==> src/rtl/mux_scan_pkg.sv <==
`default_nettype none
// ============================================================================
// Module      : mux_scan_pkg
// Description : Shared constants and FSM state encoding for the 4-channel
//               mux scan controller.
// Revision    : 1.0 - initial release
// ============================================================================
package mux_scan_pkg;

    localparam int NUM_CH = 4;   // channels behind the mux
    localparam int SEL_W  = 2;   // select width
    localparam int CNT_W  = 8;   // dwell counter width

    // 2'b11 is unused and recovers to IDLE.
    typedef enum logic [1:0] {
        ST_IDLE   = 2'b00,
        ST_SCAN   = 2'b01,
        ST_FINISH = 2'b10
    } state_t;

endpackage
`default_nettype wire

==> src/rtl/scan_next_channel.sv <==
`default_nettype none
// ============================================================================
// Module      : scan_next_channel
// Description : Combinational priority search over an enable mask.
//               first=1 : lowest set bit of mask_r.
//               first=0 : lowest set bit strictly above cur.
// Ports       : mask_r [NUM_CH] in  - enable mask being searched
//               cur    [SEL_W]  in  - current channel index
//               first           in  - search from the bottom of the mask
//               next   [SEL_W]  out - index found (0 when none)
//               found           out - a qualifying channel exists
// Revision    : 1.0 - initial release
// ============================================================================
module scan_next_channel
    import mux_scan_pkg::*;
(
    input  logic [NUM_CH-1:0] mask_r,
    input  logic [SEL_W-1:0]  cur,
    input  logic              first,
    output logic [SEL_W-1:0]  next,
    output logic              found
);

    // Walk from the top down so the lowest qualifying index is the last
    // one written and therefore wins.
    always_comb begin
        next  = '0;
        found = 1'b0;
        for (int k = NUM_CH - 1; k >= 0; k--) begin
            if (mask_r[k] && (first || (k > int'(cur)))) begin
                next  = SEL_W'(k);
                found = 1'b1;
            end
        end
    end

endmodule
`default_nettype wire

==> src/rtl/mux_scan_controller_4ch.sv <==
`default_nettype none
// ============================================================================
// Module      : mux_scan_controller_4ch
// Description : Drives the select lines of a 4:1 mux through the enabled
//               channels in ascending order, holds each select for DWELL
//               cycles and captures the mux output on the last cycle of each
//               window into q. One accepted start gives one scan, ended by a
//               one-cycle done pulse.
// Parameters  : DWELL - cycles per channel, 1..255
// Ports       : clk          in  - clock, rising edge
//               rst          in  - asynchronous active-high reset
//               start        in  - scan request, sampled in IDLE only
//               en   [4]     in  - channel enable mask, latched on start
//               y            in  - mux output
//               s    [2]     out - mux select (registered)
//               q    [4]     out - captured samples (registered)
//               busy         out - scan in progress (registered)
//               done         out - scan-complete pulse (registered)
// Revision    : 1.0 - initial release
// ============================================================================
module mux_scan_controller_4ch
    import mux_scan_pkg::*;
#(
    parameter int DWELL = 2
) (
    input  logic              clk,
    input  logic              rst,
    input  logic              start,
    input  logic [NUM_CH-1:0] en,
    input  logic              y,
    output logic [SEL_W-1:0]  s,
    output logic [NUM_CH-1:0] q,
    output logic              busy,
    output logic              done
);

    localparam logic [CNT_W-1:0] C_DWELL_LAST = CNT_W'(DWELL - 1);

    state_t            r_state, w_state_nxt;
    logic [CNT_W-1:0]  r_cnt,   w_cnt_nxt;
    logic [NUM_CH-1:0] r_mask,  w_mask_nxt;
    logic [SEL_W-1:0]  r_s,     w_s_nxt;
    logic [NUM_CH-1:0] r_q,     w_q_nxt;
    logic              r_busy,  w_busy_nxt;
    logic              r_done,  w_done_nxt;

    // In IDLE the search runs on the live en so the first select can be
    // loaded on the same edge that latches the mask.
    logic [NUM_CH-1:0] w_srch_mask;
    logic              w_srch_first;
    logic [SEL_W-1:0]  w_srch_next;
    logic              w_srch_found;

    assign w_srch_first = (r_state == ST_IDLE);
    assign w_srch_mask  = w_srch_first ? en : r_mask;

    scan_next_channel u_next (
        .mask_r (w_srch_mask),
        .cur    (r_s),
        .first  (w_srch_first),
        .next   (w_srch_next),
        .found  (w_srch_found)
    );

    always_ff @(posedge clk or posedge rst) begin
        if (rst) begin
            r_state <= ST_IDLE;
            r_cnt   <= '0;
            r_mask  <= '0;
            r_s     <= '0;
            r_q     <= '0;
            r_busy  <= 1'b0;
            r_done  <= 1'b0;
        end else begin
            r_state <= w_state_nxt;
            r_cnt   <= w_cnt_nxt;
            r_mask  <= w_mask_nxt;
            r_s     <= w_s_nxt;
            r_q     <= w_q_nxt;
            r_busy  <= w_busy_nxt;
            r_done  <= w_done_nxt;
        end
    end

    always_comb begin
        w_state_nxt = r_state;
        w_cnt_nxt   = r_cnt;
        w_mask_nxt  = r_mask;
        w_s_nxt     = r_s;
        w_q_nxt     = r_q;

        case (r_state)
            ST_IDLE: begin
                if (start) begin
                    w_mask_nxt = en;
                    if (w_srch_found) begin
                        w_state_nxt = ST_SCAN;
                        w_s_nxt     = w_srch_next;
                        w_cnt_nxt   = '0;
                    end else begin
                        // Empty mask: report completion without capturing.
                        w_state_nxt = ST_FINISH;
                    end
                end
            end
            ST_SCAN: begin
                if (r_cnt == C_DWELL_LAST) begin
                    w_q_nxt[r_s] = y;
                    if (w_srch_found) begin
                        w_s_nxt   = w_srch_next;
                        w_cnt_nxt = '0;
                    end else begin
                        w_state_nxt = ST_FINISH;
                    end
                end else begin
                    w_cnt_nxt = r_cnt + 1'b1;
                end
            end
            ST_FINISH: begin
                w_state_nxt = ST_IDLE;
            end
            default: begin
                w_state_nxt = ST_IDLE;
            end
        endcase

        // Registered status follows the state being entered.
        w_busy_nxt = (w_state_nxt != ST_IDLE);
        w_done_nxt = (w_state_nxt == ST_FINISH);
    end

    assign s    = r_s;
    assign q    = r_q;
    assign busy = r_busy;
    assign done = r_done;

endmodule
`default_nettype wire
==> config.mk <==
export PLATFORM = sky130hd
export DESIGN_NAME = mux_scan_controller_4ch
export DESIGN_NICKNAME = d
export VERILOG_FILES = /design/src/rtl/mux_scan_pkg.sv /design/src/rtl/scan_next_channel.sv /design/src/rtl/mux_scan_controller_4ch.sv
export SDC_FILE = /design/constraint.sdc
export NUM_CORES = 1
export LEC_CHECK = 0
export ABC_AREA = 1
export CAP_MARGIN = 0
export CORE_MARGIN = 2
export CORE_UTILIZATION = 61
export CTS_CLUSTER_SIZE = 16
export DETAILED_ROUTE_END_ITERATION = 8
export DONT_BUFFER_PORTS = 1
export PLACE_DENSITY = 0.77
export SETUP_SLACK_MARGIN = 0.05
export SYNTH_ARGS = -nofsm -noshare
export SYNTH_HDL_FRONTEND = slang
export SYNTH_HIERARCHICAL = 1
export SYNTH_SLANG_ARGS = --single-unit
export TNS_END_PERCENT = 100
==> constraint.sdc <==
create_clock -name clk -period 1.95 [get_ports clk]
set_clock_uncertainty 0.1 [all_clocks]
set_input_delay 0.195 -clock clk [delete_from_list [all_inputs] [get_ports clk]]
set_output_delay 0.195 -clock clk [all_outputs]
set_load 0.02 [all_outputs]
==> run metrics, run 1 <==
Slew headroom 0.4545; Worst Setup End Kind flop; commonest non-fill, non-tap cell in the layout nand2_1; CORE AREA 1982 um^2; Fmax achieved 573.2 MHz; hold crit path type in -> reg; DRC violations left 0; sequential-to-total area share from yosys stat 0.4251; end-of-flow core utilization 0.7235; Total Die Area 2508 um^2; Core Rows 16; Post-DP HPWL 1852 um; wire per inst 12.54 um; Worst setup SP type flop; Post-synth EDFFs 0; status complete, no violations; global-route wire length before repair 4519 um; Max H-tree Level 1; Die Y 50.08 um; reg-to-reg slack, setup 210 ps; final setup violating endpoints 0; Slowest-stage cell, CP dfrtp_2; CTS tree yes; Final Hold Viols 0; Levels on crit path 10; IO Pins 16; Buffers on Ports 0; hold depth 2; Worst-path clk slew 120 ps; max-cap violation count 0; via count 1,149; pin count of the biggest net entering global routing 23; Data arrival, critical path 1860 ps; register bit total from synthesis 22; Yosys cell types 23; clock sinks 22; asr flop ratio synth 1.000; Syn Nets 180; pwr dens 1505 nW/um^2; FF-to-FF path depth 10; setup tns final 0 ps; Cell Area, Synth 1295 um^2; slowest stage delay, CP 470 ps; Area Overhead vs Synth 10.73%; Post-Syn Instances 170; 1st-iter DRT viols 44; pins over their slew limit 0; Final period util 0.8947; CP bufs+invs 1; Req. time, crit path 2070 ps; crit path time final 1745 ps; nets 191; Synth Warn # 6; gr ovfl total 0; Post-Route WL 2596 um; slew at the pin closest to its max-slew limit 817.3 ps; Clk Latency, worst-skew pair 310 ps; Setup Crit Path Kind reg -> reg; CTS buffer count 3; Die W 50.08 um; Pre-Repair DR Iteration Count 4; Top delay family on crit path simple AND/OR/NAND/NOR gates; number of global-route vias before repair 1,043; ratio of cells with drive above 1 in the final layout 0.1722; Initial Util 0.6534; leakage 0.7248 nW; most used cell, CP nand2_1; critical-path cell list nor2_2, nor2_1, a21oi_1, nand2_1, nand3_4, inv_1, nand3_1, nand2_1, nand2_1, nand2_1; Avg Cell Area, Syn 7.618 um^2; Peak supply drop 0.8999 mV; initial antenna violation count 0; clock tree root driver cell clkbuf_4; n_diodes 0; commonest cells after routing, fill and taps aside nand2_1 (50), dfrtp_1 (20), inv_1 (19), nor2_1 (12), nand3_1 (12); drt via density 5.551; Routed Antenna Nets 0; CP Max Fanout 8; Max Buffers Root-to-Sink 2; GPL Wtd Cong 0.8569; Total GRT Usage 0.2407; RSZ-0062 raised after global routing false; Main synth FF type dfrtp_1
synthesized netlist by cell type (4+ instances only):
cell type / n / share of area
a21oi_1: 4 / 0.015
nand2_2: 4 / 0.019
nand3_1: 13 / 0.050
nand2_1: 50 / 0.14
inv_1: 19 / 0.055
inv_2: 5 / 0.014
nor2_1: 12 / 0.035
nand4_1: 7 / 0.034
nand2_4: 4 / 0.035
o21ai_0: 11 / 0.043
dfrtp_1: 22 / 0.43
metal layers:
layer  GRT usage  up-vias  routed length (um)
met3     0.03939        7                  95
met2      0.3991       29                1219
met5           0        -                   0
li1            -      560                   -
met4      0.1065        0                  53
met1      0.3059      553                1227
path summary, 6_finish.rpt:
| kind | from | endpoint |
|---|---|---|
| worst max-delay path | r_state[0] | r_cnt[7] |
| max in group asynchronous | rst | r_state[0] |
| worst max register to register | r_state[0] | r_cnt[7] |
| min in group asynchronous | rst | r_cnt[6] |
| worst min register to register | r_mask[3] | r_mask[3] |
| worst min-delay path | start | r_mask[0] |
kinds of logic after synthesis:
family,synth area share
XOR/XNOR,0.01353
adder cells (fa/ha/maj),0.01932
buffers and inverters,0.09082
AND/OR/NAND/NOR,0.3439
AO/OA/AOI/OAI,0.1072
flip-flops,0.4251
sequential cells by signal, summed over array words and instances, names as in the netlist:
signal,count
r_mask,4
q,4
r_state,2
busy,1
done,1
r_cnt,8
s,2
layout make-up:
class	instances	area, um^2
flip-flops and latches	22	553.0
fillers	136	548.0
inverters	24	90.09
repair buffers	8	75.07
multi-input cells	122	645.6
clock buffers	4	36.28
well taps	27	33.78
report_power, final:
part	switching (mW)	internal (mW)
clock network	0.143	0.114
logic	0.635	0.373
registers	0.254	0.639
total	1.03	1.13
metrics by stage:
step	hold WS, ps	area (um^2)	instances	setup WS [ps]	power (mW)
after floorplan	84.23	1295	170	230.7	1.669
after global placement	188.1	1316	196	117.8	1.801
after detailed placement	195.4	1316	196	24.76	1.855
after CTS	1.391	1418	206	132.6	2.130
after global routing	19.08	1434	207	54.70	2.345
final	8.329	1434	207	205.3	2.158
what timing repair did:
| item | in CTS | in global routing |
|---|---|---|
| hold buffers | 6 | 0 |
| cloned | 0 | 1 |
| endpoints found under the hold margin | 30 | 0 |
| setup endpoints to repair | 2 | 9 |
| pin swaps | 0 | 1 |
| buffers inserted | 0 | 0 |
| gates resized for setup | 1 | 3 |
Power figures use the tool's default switching activity.
==> inputs of run 2 (changes only) <==
==> constraint.sdc (replaced) <==
create_clock -name clk -period 1.95 [get_ports clk]
set_clock_uncertainty 0.1 [all_clocks]
set_input_delay 0.0975 -clock clk [delete_from_list [all_inputs] [get_ports clk]]
set_output_delay 0.0975 -clock clk [all_outputs]
set_load 0.02 [all_outputs]
==> run metrics, run 2 (same netlist as run 1, synthesis figures left out) <==
status complete, no violations; global-route wire length before repair 4740 um; Die Y 50.08 um; max-cap violation count 0; initial antenna violation count 0; Buffers on Ports 0; Final Hold Viols 0; CTS tree yes; CTS buffer count 3; r2r startpoint r_state[0]; Total Die Area 2508 um^2; Final period util 0.9116; nets 196; Fmax achieved 562.5 MHz; via count 1,169; grt met2 use 0.4386; met1 Use GR 0.3078; Worst-path clk slew 130 ps; commonest non-fill, non-tap cell in the layout nand2_1; Post-Route WL 2803 um; gr ovfl total 0; Req. time, crit path 2050 ps; pins over their slew limit 0; Total GRT Usage 0.2555; DRC violations left 0; wire per inst 13.22 um; Initial Util 0.6534; 1st-iter DRT viols 29; Die W 50.08 um; pwr dens 1506 nW/um^2; final setup violating endpoints 0; ratio of cells with drive above 1 in the final layout 0.1676; Final Instance Area 1484 um^2; Data arrival, critical path 1880 ps; CORE AREA 1982 um^2; worst reg2reg endpoint r_mask[0]; n_diodes 0; pin count of the biggest net entering global routing 23; drt via density 5.514; Worst Setup End Kind flop; slew at the pin closest to its max-slew limit 832.3 ps; busiest grt layer met2; Peak supply drop 0.9619 mV; Clk Latency, worst-skew pair 320 ps; placed cell count 196; clock tree root driver cell clkbuf_4; crit path time final 1778 ps; number of global-route vias before repair 1,081; Worst setup SP type flop; GPL Wtd Cong 0.8569; commonest cells after routing, fill and taps aside nand2_1 (50), dfrtp_1 (20), inv_1 (19), nor2_1 (12), nand3_1 (12); origin of the worst setup path r_state[0]; RSZ-0062 raised after global routing false; Max Buffers Root-to-Sink 2; clock sinks 22; grt met3 use 0.04545; Post-CTS Setup Inserts 0; Core Rows 16; CP Max Fanout 11; leakage 0.7496 nW; Final Non-Filler Cells 212; IO Pins 16; Max H-tree Level 1; setup tns final 0 ps; Setup Crit Path Kind reg -> reg; reg-to-reg slack, setup 170 ps; max reg flops 8; Routed Antenna Nets 0; Placed Area 1316 um^2; Largest Register r_cnt; Pre-Repair DR Iteration Count 4; Slew headroom 0.4445; hold crit path type in -> async; Area Overhead vs Synth 14.59%; Post-DP HPWL 1852 um; FF-to-FF path depth 5
## run 2: how the worst max path moves through the flow
stage / endpoint / slack, ps / cells after the start
after floorplan: r_cnt[7] / 230 / 13
after global placement: r_cnt[5] / 120 / 12
after detailed placement: r_cnt[7] / 20 / 12
after CTS: r_cnt[7] / 130 / 12
after global routing: r_cnt[5] / 60 / 12
final: r_mask[0] / 170 / 5
## run 2: final cells by class
type | instances | area [um^2]
fill | 134 | 498.0
multi-input combinational | 122 | 645.6
sequential | 22 | 553.0
tap | 27 | 33.78
timing repair buffer | 13 | 125.1
inverter | 24 | 90.09
clock buffer | 4 | 36.28
## run 2: report_power, final
group          switching, mW  total (mW)  leakage [nW]  internal (mW)
combinational          0.657        1.08         0.466          0.422
sequential             0.258       0.897         0.262          0.639
clock                  0.145       0.259        0.0210          0.114
## run 2: critical path, stage by stage (launching register included)
cell,delay (ps)
dfrtp_2,470
nor2_4,210
nand2_4,130
nand2_1,80
o21ai_0,80
dlygate4sd3_1,580
## run 2: layer usage
metal	routed length, um	share of wire	up-vias
met5	0	0	-
met4	54	0.019	0
met3	132	0.047	10
met2	1392	0.50	36
met1	1223	0.44	549
li1	-	-	574
## run 2: timing repair
item	4_1_cts	5_1_grt
pin swaps	0	1
hold endpoints to repair	33	0
resized for setup	1	3
gates cloned	0	1
setup endpoints to repair	2	13
hold buffers	11	0
## run 2: metrics by stage
step | utilization | worst slack (ps) | hold WS (ps) | power (mW)
final | 0.7487 | 172.4 | 267.7 | 2.235
after global routing | 0.7487 | 56.07 | 354.5 | 2.423
after CTS | 0.7405 | 132.6 | 300.3 | 2.187
after detailed placement | 0.6641 | 24.76 | 97.89 | 1.855
after global placement | 0.6641 | 117.8 | 90.64 | 1.801
after floorplan | - | 230.7 | -13.27 | 1.669
==> inputs of run 3 (changes only) <==
Settings changed: CORE_MARGIN 2 to unset, GPL_ROUTABILITY_DRIVEN set to 0, PLACE_DENSITY 0.77 to 0.75.
==> run metrics, run 3 (same netlist as run 1, synthesis figures left out) <==
Initial Util 0.6534; slew at the pin closest to its max-slew limit 838.6 ps; via count 1,148; pins over their slew limit 0; final setup violating endpoints 0; Data arrival, critical path 1910 ps; Largest Register r_cnt; gr ovfl total 0; CORE AREA 1982 um^2; Top delay family on crit path simple AND/OR/NAND/NOR gates; CTS buffer count 3; pre-CTS WS 32.98 ps; Die Y 48.08 um; placed cell count 197; pwr dens 1525 nW/um^2; wire per inst 12.14 um; Clk Latency, worst-skew pair 310 ps; Total Die Area 2311 um^2; Area Overhead vs Synth 13.72%; nets 195; Slowest-stage cell, CP dfrtp_1; end-of-flow core utilization 0.7431; Final Hold Viols 0; max reg flops 8; Routed Antenna Nets 0; Req. time, crit path 2110 ps; fillcell total 154; commonest cells after routing, fill and taps aside nand2_1 (50), dfrtp_1 (22), inv_1 (19), nor2_1 (12), nand3_1 (12); Die W 48.08 um; Fmax achieved 571.6 MHz; number of global-route vias before repair 915; IO Pins 16; clock sinks 22; Post-Route WL 2562 um; DRC violations left 0; Peak supply drop 0.9752 mV; critical-path cell list nor2_2, a21oi_1, nand2_1, nand2_1, inv_2, nand3_2, inv_1, nand3_1, nand2_1, nand2_1, nand2_1; Worst-path clk slew 130 ps; 1st-iter DRT viols 27; reg-to-reg slack, setup 200 ps; status complete, no violations; CTS tree yes; Max Buffers Root-to-Sink 2; leakage 0.7557 nW; r2r startpoint r_state[1]; clock tree root driver cell clkbuf_4; Final Non-Filler Cells 211; max-cap violation count 0; crit path time final 1750 ps; RSZ-0062 raised after global routing false; Power, Total 2.245 mW; n_diodes 0; worst reg2reg endpoint r_cnt[7]; Final period util 0.8972; CP bufs+invs 2; commonest non-fill, non-tap cell in the layout nand2_1; setup tns final 0 ps; ratio of cells with drive above 1 in the final layout 0.1739; Post-DP HPWL 1766 um; Slew headroom 0.4403; initial antenna violation count 0; Setup Crit Path Kind reg -> reg; Worst Setup End Kind flop; drt via density 5.441; Worst setup SP type flop; Placed Area 1324 um^2; slowest stage delay, CP 480 ps; Final Instance Area 1473 um^2; worst setup margin 200.4 ps; Fin Hold WS 274.6 ps; most used cell, CP nand2_1; hold crit path type in -> async; pin count of the biggest net entering global routing 23; global-route wire length before repair 3967 um; Core Rows 16; Pre-Repair DR Iteration Count 4; FF-to-FF path depth 11; multi-input gate area in the final layout 638.1 um^2; Max H-tree Level 1; Total GRT Usage 0.2529; Buffers on Ports 0; register area 550.5 um^2; CP Max Fanout 8
[run 3: repair_timing]
action,4_1_cts,5_1_grt
hold buffers,7,0
buffers inserted,2,0
gates cloned,0,1
resized for setup,0,1
pin swaps,1,1
endpoints found under the hold margin,33,0
endpoints found under the setup margin,2,10
[run 3: area by class of cell]
type,count,share of cell area
multi-input cells,122,0.4333
flip-flops and latches,22,0.3738
repair buffers,12,0.07307
inverters,24,0.06117
well taps,27,0.02294
clock inverters,1,0.02039
clock buffers,3,0.01529
[run 3: where the power goes]
part | internal, mW | total (mW) | leakage (nW) | switching, mW
clock | 0.208 | 0.354 | 0.0279 | 0.147
combinational | 0.381 | 1.01 | 0.464 | 0.631
sequential | 0.638 | 0.879 | 0.264 | 0.241
[run 3: layer usage]
layer  up-vias  global-route usage  wire, um
met5         -                   0         0
met4         0             0.05000        20
met3         2             0.04906       128
met2        29              0.3973      1227
met1       540              0.3628      1186
li1        577                   -         -
[run 3: worst max-delay path by stage]
stage | from | end | slack [ps] | cells after the start
CTS | r_state[0] | r_cnt[5] | 80 | 12
detailed placement | r_state[1] | r_cnt[5] | 30 | 12
floorplan | r_state[1] | r_cnt[7] | 230 | 13
global route | r_state[1] | r_cnt[7] | 50 | 12
finish | r_state[1] | r_cnt[7] | 200 | 11
global placement | r_state[1] | r_cnt[5] | 120 | 12
